File: src/rtl/ravan_axi_initiator.sv
// RAVAN crypto engine initiator: runs one job through AW/W/B then AR/R,
// captures the engine result, and aborts any phase that stalls too long.
module ravan_axi_initiator #(
   parameter int DATA_W  = 64,
   parameter int KEY_W   = 512,
   parameter int ADDR_W  = 16,
   parameter int TIMEOUT = 255
) (
   input  logic              clk,
   input  logic              rst,
   input  logic              start,
   input  logic [DATA_W-1:0] job_data,
   input  logic [KEY_W-1:0]  job_key,
   input  logic [ADDR_W-1:0] job_addr,
   output logic              busy,
   output logic              done,
   output logic              err,
   output logic [DATA_W-1:0] result,
   output logic              sha_err,
   output logic [DATA_W-1:0] m_data,
   output logic [KEY_W-1:0]  m_key,
   output logic [ADDR_W-1:0] m_address,
   input  logic [DATA_W-1:0] s_data_out,
   input  logic              s_sha_error,
   output logic              awvalid,
   input  logic              awready,
   output logic              wvalid,
   input  logic              wready,
   input  logic              bvalid,
   output logic              bready,
   output logic              arvalid,
   input  logic              arready,
   input  logic              rvalid,
   output logic              rready
);

   localparam logic [7:0] TO_LAST = 8'(TIMEOUT - 1);

   typedef enum logic [2:0] {
      S_IDLE, S_AW, S_W, S_B, S_AR, S_R, S_CAP
   } state_t;

   state_t            state_q;
   logic [7:0]        cnt_q;
   logic              busy_q, done_q, err_q, sha_q;
   logic              awvalid_q, wvalid_q, bready_q;
   logic              arvalid_q, rready_q;
   logic [DATA_W-1:0] result_q, mdata_q;
   logic [KEY_W-1:0]  mkey_q;
   logic [ADDR_W-1:0] maddr_q;

   logic phase_hs, waiting, to_hit;

   always_comb begin
      phase_hs = 1'b0;
      waiting  = 1'b1;
      unique case (state_q)
         S_AW:    phase_hs = awvalid_q & awready;
         S_W:     phase_hs = wvalid_q & wready;
         S_B:     phase_hs = bready_q & bvalid;
         S_AR:    phase_hs = arvalid_q & arready;
         S_R:     phase_hs = rready_q & rvalid;
         default: waiting  = 1'b0;
      endcase
      // A handshake on the deadline edge still wins over the abort.
      to_hit = waiting & ~phase_hs & (cnt_q == TO_LAST);
   end

   always_ff @(posedge clk or negedge rst) begin
      if (!rst) begin
         state_q   <= S_IDLE;
         cnt_q     <= '0;
         busy_q    <= 1'b0;
         done_q    <= 1'b0;
         err_q     <= 1'b0;
         sha_q     <= 1'b0;
         awvalid_q <= 1'b0;
         wvalid_q  <= 1'b0;
         bready_q  <= 1'b0;
         arvalid_q <= 1'b0;
         rready_q  <= 1'b0;
         result_q  <= '0;
         mdata_q   <= '0;
         mkey_q    <= '0;
         maddr_q   <= '0;
      end else begin
         done_q <= 1'b0;
         err_q  <= 1'b0;
         cnt_q  <= (waiting && !phase_hs) ? cnt_q + 8'd1 : 8'd0;
         if (to_hit) begin
            awvalid_q <= 1'b0;
            wvalid_q  <= 1'b0;
            bready_q  <= 1'b0;
            arvalid_q <= 1'b0;
            rready_q  <= 1'b0;
            err_q     <= 1'b1;
            busy_q    <= 1'b0;
            cnt_q     <= '0;
            state_q   <= S_IDLE;
         end else begin
            unique case (state_q)
               S_IDLE: begin
                  if (start && !done_q) begin
                     mdata_q   <= job_data;
                     mkey_q    <= job_key;
                     maddr_q   <= job_addr;
                     awvalid_q <= 1'b1;
                     busy_q    <= 1'b1;
                     state_q   <= S_AW;
                  end
               end
               S_AW: begin
                  if (phase_hs) begin
                     awvalid_q <= 1'b0;
                     wvalid_q  <= 1'b1;
                     state_q   <= S_W;
                  end
               end
               S_W: begin
                  if (phase_hs) begin
                     wvalid_q <= 1'b0;
                     state_q  <= S_B;
                  end
               end
               S_B: begin
                  if (phase_hs) begin
                     bready_q  <= 1'b0;
                     arvalid_q <= 1'b1;
                     state_q   <= S_AR;
                  end else if (bvalid) begin
                     bready_q <= 1'b1;
                  end
               end
               S_AR: begin
                  if (phase_hs) begin
                     arvalid_q <= 1'b0;
                     state_q   <= S_R;
                  end
               end
               S_R: begin
                  if (phase_hs) begin
                     rready_q <= 1'b0;
                     state_q  <= S_CAP;
                  end else if (rvalid) begin
                     rready_q <= 1'b1;
                  end
               end
               S_CAP: begin
                  result_q <= s_data_out;
                  sha_q    <= s_sha_error;
                  done_q   <= 1'b1;
                  busy_q   <= 1'b0;
                  state_q  <= S_IDLE;
               end
               default: state_q <= S_IDLE;
            endcase
         end
      end
   end

   assign busy      = busy_q;
   assign done      = done_q;
   assign err       = err_q;
   assign result    = result_q;
   assign sha_err   = sha_q;
   assign m_data    = mdata_q;
   assign m_key     = mkey_q;
   assign m_address = maddr_q;
   assign awvalid   = awvalid_q;
   assign wvalid    = wvalid_q;
   assign bready    = bready_q;
   assign arvalid   = arvalid_q;
   assign rready    = rready_q;

endmodule

File: config.mk
export PLATFORM = sky130hd
export DESIGN_NAME = ravan_axi_initiator
export DESIGN_NICKNAME = d
export VERILOG_FILES = /design/src/rtl/ravan_axi_initiator.sv
export SDC_FILE = /design/constraint.sdc
export NUM_CORES = 1
export LEC_CHECK = 0
export BUFFER_PORTS_ARGS = -buffer_cell sky130_fd_sc_hd__buf_4
export CELL_PAD_IN_SITES_DETAIL_PLACEMENT = 1
export CELL_PAD_IN_SITES_GLOBAL_PLACEMENT = 2
export CORE_AREA = 4 4 521 523
export CTS_CLUSTER_DIAMETER = 30
export DETAILED_ROUTE_END_ITERATION = 12
export DIE_AREA = 0 0 525 527
export PLACE_DENSITY = 0.31
export SYNTH_ARGS = -nofsm -noshare
export SYNTH_HDL_FRONTEND = slang
export SYNTH_SLANG_ARGS = --single-unit
File: constraint.sdc
create_clock -name clk -period 3.35 [get_ports clk]
set_input_delay 0.67 -clock clk [delete_from_list [all_inputs] [get_ports clk]]
set_output_delay 0.67 -clock clk [all_outputs]
set_load 0.05 [all_outputs]
## Word level (Yosys, flattened, before mapping)

Index checks and enable logic that the tools add are counted.

| word-level totals | value |
|---|---|
| memories | 0 |
| register bits | 676 |
| bits in read-only memories | 0 |
| latch bits | 0 |
| memory bits (writable) | 0 |

| cells by class | value |
|---|---|
| equality and inequality tests | 13 |
| divide/modulo/power cells | 0 |
| $lt $le $gt $ge | 0 |
| reductions and logical operators | 23 |
| multipliers | 0 |
| shift operators | 0 |
| mux-type cells | 34 |
| bitwise operators | 9 |
| add/subtract/negate cells | 1 |

Operator list:

| kind | number |
|---|---|
| $mux W3 | 7 |
| $mux W1 | 19 |
| $ne A3 B3 Y1 const B | 6 |
| $pmux W3 S6 | 1 |
| $reduce_bool A3 Y1 | 6 |
| $mux W8 | 2 |
| $reduce_and A3 Y1 | 4 |
| $eq A3 B3 Y1 const B | 3 |
| $add A8 B1 Y8 const B | 1 |
| $eq A8 B8 Y1 const B | 1 |
| $pmux W1 S2 | 4 |
| $reduce_and A2 Y1 | 4 |
| $and A1 B1 Y1 | 7 |
| $eq A3 B2 Y1 const B | 2 |
| $reduce_and A6 Y1 | 1 |
| $pmux W1 S5 | 1 |
| $reduce_or A5 Y1 | 1 |
| $reduce_bool A2 Y1 | 2 |
| $eq A3 B1 Y1 const B | 1 |
| $logic_not A3 Y1 | 1 |
| $logic_and A1 B1 Y1 | 2 |
| $logic_not A1 Y1 | 2 |
| $not A1 Y1 | 2 |

## Longest topological paths before layout

| depth | value |
|---|---|
| depth in word-level cells | 7 |
| mapped depth | 11 |
| depth with buffers taken out | 7 |

## Worst setup path after synthesis

No wires, ideal clock.

| timing path | value |
|---|---|
| kind | reg-to-reg |
| start point | reg state_q[1] |
| end point | reg mkey_q[100], in the netlist m_key[100] |
| cell stages (with the launch flop) | 12 |
| buffers on the path | 5 |
| clock period less this slack | 2.839 ns |
| path slack | 0.511 ns |
| arrival | 2.713 ns |
| library setup time | 0.125 ns |
| path through | dfrtp_1 > clkbuf_1 > inv_1 > ha_1 > clkbuf_1 > or3_1 > nor4_2 > or3b_1 > buf_6 > buf_12 > buf_12 > mux2_4 |

| between the ends | value |
|---|---|
| word-level cells in the longest chain between the ends | 7 |
| elaborated cells between the ends (all ways) | 14 |
| classes of those cells | eq/ne (5); mux (2); bitwise (4); reduce/logical (3) |

RTL lines:

| what | RTL line | text |
|---|---|---|
| start: declaration | 43 | `state_t state_q;` |
| start signal: assignment | 71 | `state_q <= S_IDLE;` |
| start signal: assignment | 99 | `state_q <= S_IDLE;` |
| start signal: assignment | 109 | `state_q <= S_AW;` |
| $eq A3 B3 Y1 (tied with other cells) | 57 | `unique case (state_q)` |
| $reduce_or A5 Y1 (no source line) or $pmux W1 S5 (tied branches) | - |  |
| $mux W1 or $not A1 Y1 (tied branches) | 57, 66 |  |
| $and A1 B1 Y1 (2 in series) | 66 | `to_hit = waiting & ~phase_hs & (cnt_q == TO_LAST);` |
| $not A1 Y1 (no source line) | - |  |
| $reduce_and A3 Y1 (no source line) * | - |  |
| end signal: assignment | 105 | `mkey_q <= job_key;` |
| end: declaration | 49 | `logic [KEY_W-1:0] mkey_q;` |

Every way passes the cells marked *; elsewhere a longest branch is shown, timed or not.
A chain may end at the register's enable or synchronous reset.

## Worst setup path after layout

| timing path | value |
|---|---|
| start point | reg state_q[1] |
| end point | reg mkey_q[478], in the netlist m_key[478] |

Same word-level chain as after synthesis.

==> impl_metrics.toml <==
[cts]
clockBufferDepth = 4
cts.sinks = 676
post_cts_buffers = 0
cts.repair.resized = 0
clockRootBuffer = "clkbuf_16"
numCtsBuffers = 298
clk_latency_ns = 0.82
clk_pin_slew_ns = 0.04
cts_tree = "done"
cts_hold_buf = 545
htree_levels = 5

[sta]
slew_viol_final = 0
setup_viol = 0
fin_skew_ns = 0.0339
rsz0062_at_grt = "no"
fmaxAchievable_mhz = 335
fin_crit_ns = 2.99
tightest_slew_ns = 0.849
period_share = 0.891
slew_headroom = 0.434
holdWs_ns = 0.108
hold_viol = 0
tns_ns = 0

[worst_setup_path]
regToRegSetupSlack_ns = 0.36
cp_data_required_time_ns = 4.02
rr_startpoint = "state_q[1]$_DFFE_PN0P_"
cp-end-kind = "register"
startpoint_type = "register"
rr_worst_depth = 9
crit_fanout = 17
crit_type = "register to register"
worst_r2r_endpoint = "m_key[478]$_DFFE_PN0P_"
crit_arrival_ns = 3.65

[power]
max-vdd-ir-drop_v = 0.000680
powerDensity_nw_per_um2 = 1300
leakage_nw = 28.0

[finish]
area_growth_pct = 103
final_cell_mix = "1,379 x buf_4, 676 x dfrtp_1, 569 x mux2_4, 545 x dlygate4sd3_1, 303 x clkbuf_16"
regArea_um2 = 16900
drive_above_1_share = 0.633
final_common_cell = "buf_4"
fillerInstances = 29526
nNetsFinal = 4370
fin_util = 0.216
multi_input_area_um2 = 10200

[place]
port_buffers = 1329
gp_congestion = 0.782
dp_hpwl_mm = 137

[global_route]
grt_max_degree = 67
first_global_vias = 26352
grt_first_pass_wirelength_mm = 235
grt_overflow = 0
globalRouteTotalUtil = 0.120
antenna_found_initial = 42

[synthesis]
avgSynthCellArea_um2 = 18.8
yosys.area_share.adder = 0.00176
seq_area_frac_synth = 0.594
synth_cells = 1514
muxShareOfSynthArea = 0.335
synth_top_family_by_area = "multiplexers"
synthXorXnorAreaFrac = 0.00185
synth_seq_cells = 676
synth_compound_area_frac = 0.00866
synth_simple_gate_area_share = 0.0107
synth_warnings = 0
netlist_area_um2 = 28500
ys_types = 46
synth_nets = 2183

[hold_path]
min_path_cells = 2
hold_path_class = "input port to register"
holdPathEnd = "m_key[12]$_DFFE_PN0P_"
min_from = "job_key[12]"

[route]
dr_total_vias = 22510
routed_wl_mm = 172
firstDrtPassIters = 4
wire_per_inst_um = 23.0
drt_iter0_drc = 622
drc = 0
vias_per_cell = 3.00
ant_nets = 0

[floorplan]
rows = 190
core-area_um2 = 267000
die_w_um = 525
dieArea_um2 = 277000
fp.dieH_um = 527
start_util = 0.107
io_pins = 1330

[run]
maxCapViolations = 0

[outcome]
status = "finished, final reports clean"
## area by class of cell
class / count / area share
tap: 3552 / 0.0770
antenna: 11 / 0.000477
clock buffer: 504 / 0.157
sequential: 676 / 0.293
multi-input combinational: 756 / 0.177
inverter: 5 / 0.000325
timing repair buffer: 1964 / 0.288
clock inverter: 27 / 0.00802
## worst max path at each step
stage | endpoint | cells after the start | slack (ns) | startpoint
2_1_floorplan | m_key[100]$_DFFE_PN0P_ | 11 | 0.51 | state_q[1]$_DFFE_PN0P_
3_3_place_gp | m_key[97]$_DFFE_PN0P_ | 9 | 0.32 | wready
3_5_place_dp | m_key[71]$_DFFE_PN0P_ | 9 | 0.30 | state_q[1]$_DFFE_PN0P_
4_1_cts | m_key[38]$_DFFE_PN0P_ | 9 | 0.30 | state_q[1]$_DFFE_PN0P_
5_1_grt | m_key[478]$_DFFE_PN0P_ | 9 | 0.15 | state_q[1]$_DFFE_PN0P_
6_report | m_key[478]$_DFFE_PN0P_ | 9 | 0.36 | state_q[1]$_DFFE_PN0P_
## state kept, by name, indices dropped and copies added (netlist names)
| signal | flops |
|---|---|
| m_key | 512 |
| state_q | 3 |
| bready | 1 |
| done | 1 |
| cnt_q | 8 |
| err | 1 |
| m_address | 16 |
| awvalid | 1 |
| rready | 1 |
| sha_err | 1 |
| busy | 1 |
| arvalid | 1 |
| wvalid | 1 |
| result | 64 |
| m_data | 64 |
## kinds of logic after synthesis
| logic type | after synthesis |
|---|---|
| adder cells (fa/ha/maj) | 4 |
| AO/OA/AOI/OAI | 34 |
| AND/OR/NAND/NOR | 55 |
| flip-flops | 676 |
| XOR/XNOR | 6 |
| multiplexers | 657 |
| buffers and inverters | 82 |
## cell usage after synthesis, drive strengths merged
master / count / area share
a221oi: 2 / 0.00062
o32ai: 1 / 0.00031
o41ai: 1 / 0.00031
dfrtp: 676 / 0.59
o22a: 2 / 0.00062
ha: 4 / 0.0018
nor3: 3 / 0.00053
mux2: 657 / 0.33
a211o: 1 / 0.00031
o22ai: 2 / 0.00044
a22o: 2 / 0.00062
o31ai: 1 / 0.00026
nand3b: 3 / 0.00079
xor2: 2 / 0.00062
o21ai: 8 / 0.0014
xnor2: 4 / 0.0012
or3b: 2 / 0.00062
a21o: 3 / 0.00079
nand3: 6 / 0.0011
nand2: 3 / 0.00040
nand2b: 4 / 0.00088
clkbuf: 3 / 0.00040
nor2: 23 / 0.0033
or2: 1 / 0.00022
a211oi: 1 / 0.00026
and3: 1 / 0.00022
o211ai: 1 / 0.00026
a21oi: 4 / 0.0012
and2: 1 / 0.00022
a31oi: 2 / 0.00044
buf: 74 / 0.047
o21a: 3 / 0.00079
inv: 5 / 0.00066
nor4: 3 / 0.0014
nand4: 4 / 0.00088
or3: 1 / 0.00022
## critical path: stages, from the launching register on
cell and delay, ns:
dfrtp_1 0.38, inv_1 0.15, ha_1 0.27, or3_1 0.42
nor4_2 0.28, or3b_4 0.33, buf_12 0.22, buf_12 0.23
buf_12 0.19, mux2_4 0.30
## per-layer routing
layer  global-route usage  wire [um]
met5                    0         76
met4               0.0371       4540
met3               0.0692      21700
met2                0.188      77400
met1                0.139      68500
## through the flow
stage | power (mW) | setup WS, ns | area [um^2] | cells
2_1_floorplan | 37.3 | 0.511 | 28500 | 1514
3_3_place_gp | 49.8 | 0.321 | 42700 | 6408
3_5_place_dp | 49.7 | 0.300 | 42700 | 6408
4_1_cts | 76.6 | 0.299 | 57700 | 7484
5_1_grt | 78.5 | 0.150 | 57700 | 7494
6_report | 75.0 | 0.365 | 57700 | 7495
## where the power goes
group	internal (mW)	switching (mW)
Sequential	12.3	2.81
Combinational	12.6	21.9
Clock	18.1	7.22
Note: power is estimated with default switching activity, not from simulation.
